### config.mk
export PLATFORM = sky130hd
export DESIGN_NAME = br_checkpoint_ctrl
export DESIGN_NICKNAME = d
export VERILOG_FILES = /design/src/rtl/br_checkpoint_ctrl.sv
export SDC_FILE = /design/constraint.sdc
export NUM_CORES = 1
export LEC_CHECK = 0
export CAP_MARGIN = 20
export CORE_MARGIN = 1.5
export CORE_UTILIZATION = 56
export DETAILED_ROUTE_END_ITERATION = 6
export MAX_ROUTING_LAYER = met4
export PLACE_DENSITY = 0.8
export SLEW_MARGIN = 5
export SYNTH_ARGS = -nofsm -noshare
export SYNTH_HDL_FRONTEND = slang
export SYNTH_SLANG_ARGS = --single-unit
### constraint.sdc
create_clock -name clock -period 3.1 [get_ports clock]
set_input_delay 0.465 -clock clock [delete_from_list [all_inputs] [get_ports clock]]
set_output_delay 0.465 -clock clock [all_outputs]
set_load 0.03 [all_outputs]
### src/rtl/br_checkpoint_ctrl.sv
// br_checkpoint_ctrl
//   Branch checkpoint controller for the physical-register free list.
//   Each dispatched branch gets a tag (a slot in a circular, age-ordered
//   buffer), and the slot stores the free-list tail index at dispatch.
//   A mispredict returns that stored index to the free list in the same
//   cycle and squashes the mispredicted branch and every younger one.
//   Correctly resolved branches retire from the head in age order.
//
// Ports
//   clock, reset       system clock, synchronous active-high reset
//   br_dispatch_en     a branch dispatches this cycle
//   fl_idx             free-list tail after this cycle's dispatch
//   br_resolve_en/tag  a branch resolved as correctly predicted
//   br_mispredict_en/tag  a branch resolved as mispredicted
//   br_tag             tag handed to the dispatching branch (current tail)
//   br_stall           every checkpoint is live; dispatch must wait
//   br_mask            live-checkpoint bitmask
//   rollback_en        free-list rollback request (combinational)
//   FL_rollback_idx    free-list tail to restore (0 when no rollback)
//
// Dispatch handshake: br_dispatch_en acts as valid and !br_stall as ready.
// A branch is taken (br_tag consumed) only on a cycle with both high and
// no accepted mispredict; a mispredict drops that cycle's dispatch.
module br_checkpoint_ctrl #(
  parameter int NUM_BR = 4,
  parameter int NUM_FL = 32,
  localparam int FLW = $clog2(NUM_FL),
  localparam int BRW = $clog2(NUM_BR)
) (
  input  logic           clock,
  input  logic           reset,
  input  logic           br_dispatch_en,
  input  logic [FLW-1:0] fl_idx,
  input  logic           br_resolve_en,
  input  logic [BRW-1:0] br_resolve_tag,
  input  logic           br_mispredict_en,
  input  logic [BRW-1:0] br_mispredict_tag,
  output logic [BRW-1:0] br_tag,
  output logic           br_stall,
  output logic [NUM_BR-1:0] br_mask,
  output logic           rollback_en,
  output logic [FLW-1:0] FL_rollback_idx
);

  logic [FLW-1:0]    snapshot [NUM_BR];
  logic [NUM_BR-1:0] valid, resolved;
  logic [BRW-1:0]    head, tail;
  logic [BRW:0]      count;

  logic [NUM_BR-1:0] valid_nxt, resolved_nxt, squash;
  logic [BRW-1:0]    head_nxt, tail_nxt;
  logic [BRW:0]      count_nxt;
  logic [BRW-1:0]    age [NUM_BR];
  logic [BRW-1:0]    mis_age, res_age, mis_off;
  logic              mis_ok, res_ok, alloc, retire;

  // Outputs
  assign br_tag          = tail;
  assign br_stall        = (count == (BRW+1)'(NUM_BR));
  assign br_mask         = valid;
  assign rollback_en     = mis_ok;
  assign FL_rollback_idx = mis_ok ? snapshot[br_mispredict_tag] : '0;

  always_comb begin
    mis_ok  = br_mispredict_en && valid[br_mispredict_tag];
    // Ages are offsets from head; valid entries always occupy ages 0..count-1,
    // so "younger or equal" is a plain compare even when the buffer is full
    // (where head == tail and the tail pointer alone is ambiguous).
    mis_age = br_mispredict_tag - head;
    res_age = br_resolve_tag - head;
    for (int i = 0; i < NUM_BR; i++) begin
      age[i]    = BRW'(i) - head;
      squash[i] = mis_ok && (age[i] >= mis_age);
    end
    res_ok = br_resolve_en && valid[br_resolve_tag] && !(mis_ok && (res_age >= mis_age));
    alloc  = br_dispatch_en && !br_stall && !mis_ok;
    // A squashed head is discarded by the squash, not retired.
    retire = valid[head] && resolved[head] && !(mis_ok && (br_mispredict_tag == head));

    head_nxt = retire ? head + BRW'(1) : head;

    valid_nxt    = valid;
    resolved_nxt = resolved;
    if (retire) begin
      valid_nxt[head]    = 1'b0;
      resolved_nxt[head] = 1'b0;
    end
    if (res_ok) resolved_nxt[br_resolve_tag] = 1'b1;
    valid_nxt    = valid_nxt & ~squash;
    resolved_nxt = resolved_nxt & ~squash;
    if (alloc) begin
      valid_nxt[tail]    = 1'b1;
      resolved_nxt[tail] = 1'b0;
    end

    // Surviving entries after a mispredict are exactly those between the
    // (possibly advanced) head and the mispredicted tag.
    mis_off = br_mispredict_tag - head_nxt;

    if (mis_ok) begin
      tail_nxt  = br_mispredict_tag;
      count_nxt = {1'b0, mis_off};
    end else begin
      tail_nxt = alloc ? tail + BRW'(1) : tail;
      unique case ({alloc, retire})
        2'b10:   count_nxt = count + (BRW+1)'(1);
        2'b01:   count_nxt = count - (BRW+1)'(1);
        default: count_nxt = count;
      endcase
    end
  end

  always_ff @(posedge clock) begin
    if (reset) begin
      head     <= '0;
      tail     <= '0;
      count    <= '0;
      valid    <= '0;
      resolved <= '0;
      for (int i = 0; i < NUM_BR; i++) snapshot[i] <= '0;
    end else begin
      head     <= head_nxt;
      tail     <= tail_nxt;
      count    <= count_nxt;
      valid    <= valid_nxt;
      resolved <= resolved_nxt;
      if (alloc) snapshot[tail] <= fl_idx;
    end
  end

endmodule

==> flow_metrics.env <==
export IMPL_slew_headroom_pct=62.9
export IMPL_path_cells="clkdlybuf4s50_1 > mux2i_1 > nor2_1 > nor2b_4 > inv_4 > nor2_4 > inv_1 > ha_1 > inv_1 > fa_1 > o21ai_0 > a21oi_1 > a2111oi_2"
export IMPL_end_kind="flip-flop"
export IMPL_track_usage_pct=26.1
export IMPL_status="completed"
export IMPL_clkTransAtPathRegs_ps=70
export IMPL_cts_root_buf="clkbuf_8"
export IMPL_dr_first_iter_drc_count=93
export IMPL_p_per_area_nw_per_um2=402
export IMPL_dp_hpwl_mm=3.85
export IMPL_first_global_vias=1747
export IMPL_fin_cells=306
export IMPL_finalHoldWorstSlack_ps=547
export IMPL_synth_area_top_cells="edfxtp_1 (26%), dfxtp_1 (13%), ha_1 (9.1%)"
export IMPL_yosysWarnings=0
export IMPL_grt_first_pass_wirelength_mm=8.37
export IMPL_ant_nets=0
export IMPL_core_um2=4030
export IMPL_numCtsBuffers=5
export IMPL_total_power_w=0.00112
export IMPL_insertion_delay_ps=290
export IMPL_r2r_slack_ps=500
export IMPL_ys_ff_latch=35
export IMPL_setup_violations=0
export IMPL_syn_area_per_cell_um2=10.9
export IMPL_seq_area_frac_synth_pct=38.4
export IMPL_fin_crit_ps=2810
export IMPL_die_x_um=67.8
export IMPL_synth_flop_cell="edfxtp_1"
export IMPL_arrival_ps=3000
export IMPL_place_area_um2=2700
export IMPL_synth_fp_nets=248
export IMPL_crit_path_max_incr_delay_ps=560
export IMPL_synth_top_area_share_pct=25.6
export IMPL_tightest_slew_ps=550
export IMPL_p_leak_nw=1.12
export IMPL_combPwrFrac_pct=22.1
export IMPL_cp_num_buf_inv=4
export IMPL_maxCapViolCount=0
export IMPL_top_layer="met4"
export IMPL_drc=0
export IMPL_start_kind="primary input"
export IMPL_drive_above_1_share_pct=20.7
export IMPL_p_int_w=0.000799
export IMPL_yosysTopAreaCell="edfxtp_1"
export IMPL_postCtsSetupBuffers=0
export IMPL_slowest_stage="clkdlybuf4s50_1"
export IMPL_setup_slack_ps=290
export IMPL_cp_max_fo=4
export IMPL_layout_worst_path_cycle_share_pct=90.6
export IMPL_min_path_type="flip-flop to flip-flop"
export IMPL_wl_met2_mm=2.35
export IMPL_cts_hold_buf=0
export IMPL_vias=1740
export IMPL_grt_ovfl_total=0
export IMPL_fin_skew_ps=7.56
export IMPL_critPathKind="primary input to flip-flop"
export IMPL_finalInstanceArea_um2=2790
export IMPL_async_flop_share_pct=0
export IMPL_p_sw_w=0.000321
export IMPL_fmax_mhz=356
export IMPL_diodes=0
export IMPL_area_growth_pct=18.6
export IMPL_syn_inst=216
export IMPL_seqPwrFrac_pct=49.2
export IMPL_wl_met3_um=276
export IMPL_rsz0062_at_grt="no"
export IMPL_path_delay_family="buffers and inverters"
export IMPL_fp_row_count=23
export IMPL_nFillCells=331
export IMPL_first_pass_iters=4
export IMPL_cts_tree="yes"
export IMPL_synth_cell_types=55
export IMPL_wl_met1_mm=2.48
export IMPL_antenna_found_initial=0
export IMPL_cp_data_required_time_ps=3290
export IMPL_die_area_um2=4590
export IMPL_grt_max_degree=20
export IMPL_cpMostUsedCell="inv_1"
export IMPL_worst_ir_drop_vdd_mv=0.402
export IMPL_dp_cells=298
export IMPL_clk_path_buf_depth=2
export IMPL_place_ws_ps=-15.0
export IMPL_io_buffers=26
export IMPL_synth_edf_count=20
export IMPL_ctsResizeCount=0
export IMPL_die_h_um=67.8
export IMPL_via_per_inst=5.69
export IMPL_nNetsFinal=287
export IMPL_place_congestion=0.950
export IMPL_hold_violations=0
export IMPL_h_tree_depth=2
export IMPL_finalMaxSlewViolations=0
export IMPL_initial_utilization_pct=58.3
export IMPL_clkSinkCount=35
export IMPL_routed_wl_mm=5.14
export IMPL_num_io_pins=27
export IMPL_pwr_share_clk_pct=28.7
export IMPL_p_sw_share_pct=28.7
export IMPL_syn_cell_area_um2=2350
export IMPL_wl_per_cell_um=16.8
cell type report:
class	count	area (um^2)	area share [%]
timing repair buffer	41	358	12.8
inverter	18	70.1	2.52
tap	50	62.6	2.25
sequential	35	901	32.3
clock inverter	2	12.5	0.449
multi-input combinational	154	1310	47.0
clock buffer	6	72.6	2.61
kinds of logic after synthesis:
| kind of cell | Yosys count | synth area share, % |
|---|---|---|
| fa+ha+maj | 19 | 10.4 |
| mux | 9 | 7.57 |
| compound gates | 44 | 15.2 |
| buf+inv | 27 | 5.91 |
| flops | 35 | 38.4 |
| xor+xnor | 12 | 5.27 |
| simple gates | 70 | 17.3 |
routing by layer:
metal	track usage (%)	vias up
met5	-	-
met4	6.38	0
met3	6.67	4
met2	38.6	46
met1	36.0	833
li1	-	857
final timing paths:
check                       startpoint  endpoint  depth (start not counted)
setup / recovery  br_mispredict_tag[0]  count[1]                         13
hold / removal                count[2]  count[2]                          2
setup reg to reg            br_mask[1]  count[1]                          9
hold reg to reg               count[2]  count[2]                          2
worst min-delay path, stage by stage, from the launching register on:
cell and delay, ps:
dfxtp_1 340, xnor2_1 120, nor3_1 40
registers in the layout (all words and copies together), names as in the netlist:
register  cells
head          2
count         3
resolved      4
br_mask       4
br_tag        2
snapshot     20
cells in the mapped netlist (all sizes together) (3+ instances only):
cell     instances
and2            26
xor2             4
nor2b            4
nor3             3
o21ai            5
and3             3
a31oi            3
inv             18
ha              17
nand3            3
nand2           13
clkbuf           3
a21oi            7
buf              6
xnor2            8
or2              4
nor2            10
a221oi           3
a21bo            4
dfxtp           15
mux4             6
edfxtp          20
nand2b           3
a32o             3
o2111ai          4
power by group through the flow:
| stage | clock network (W) | registers, W | logic [W] |
|---|---|---|---|
| after floorplan | 0 | 0.000568 | 0.000146 |
| after global placement | 0 | 0.000560 | 0.000239 |
| after detailed placement | 0 | 0.000560 | 0.000244 |
| after CTS | 0.000326 | 0.000550 | 0.000247 |
| after global routing | 0.000349 | 0.000554 | 0.000269 |
| final | 0.000322 | 0.000551 | 0.000247 |
layout by cell type, fill, tap and decap left out, types with 2 or more instances in the layout:
cell type | synthesis | routed
nor2b_1 | 3 | 3
nor2_1 | 9 | 9
buf_4 | 2 | 21
or2_2 | 3 | 3
a31oi_1 | 3 | 3
nand2_1 | 13 | 13
o21ai_0 | 5 | 5
clkbuf_8 | 0 | 5
clkdlybuf4s50_1 | 0 | 20
a211oi_1 | 2 | 2
a21oi_1 | 5 | 5
o2111ai_1 | 4 | 4
nand3_1 | 3 | 3
nor3_1 | 2 | 2
mux4_2 | 3 | 3
mux2i_1 | 2 | 2
a32o_1 | 3 | 3
inv_1 | 16 | 16
xnor2_1 | 7 | 7
mux4_1 | 3 | 3
nand2b_1 | 3 | 3
a221oi_1 | 3 | 3
a31o_2 | 2 | 2
xor2_1 | 4 | 4
and3_1 | 2 | 2
a2111oi_2 | 2 | 2
a21oi_2 | 2 | 2
a21bo_2 | 4 | 4
ha_1 | 17 | 17
and2_1 | 26 | 26
edfxtp_1 | 20 | 20
dfxtp_1 | 15 | 15
stage by stage:
| stage | TNS, ps | util (%) |
|---|---|---|
| floorplan | 0 | - |
| global placement | 0 | 67.0 |
| detailed placement | -15.0 | 67.0 |
| CTS | 0 | 69.1 |
| global route | 0 | 69.1 |
| finish | 0 | 69.1 |
Note: power is estimated with default switching activity, not from simulation.
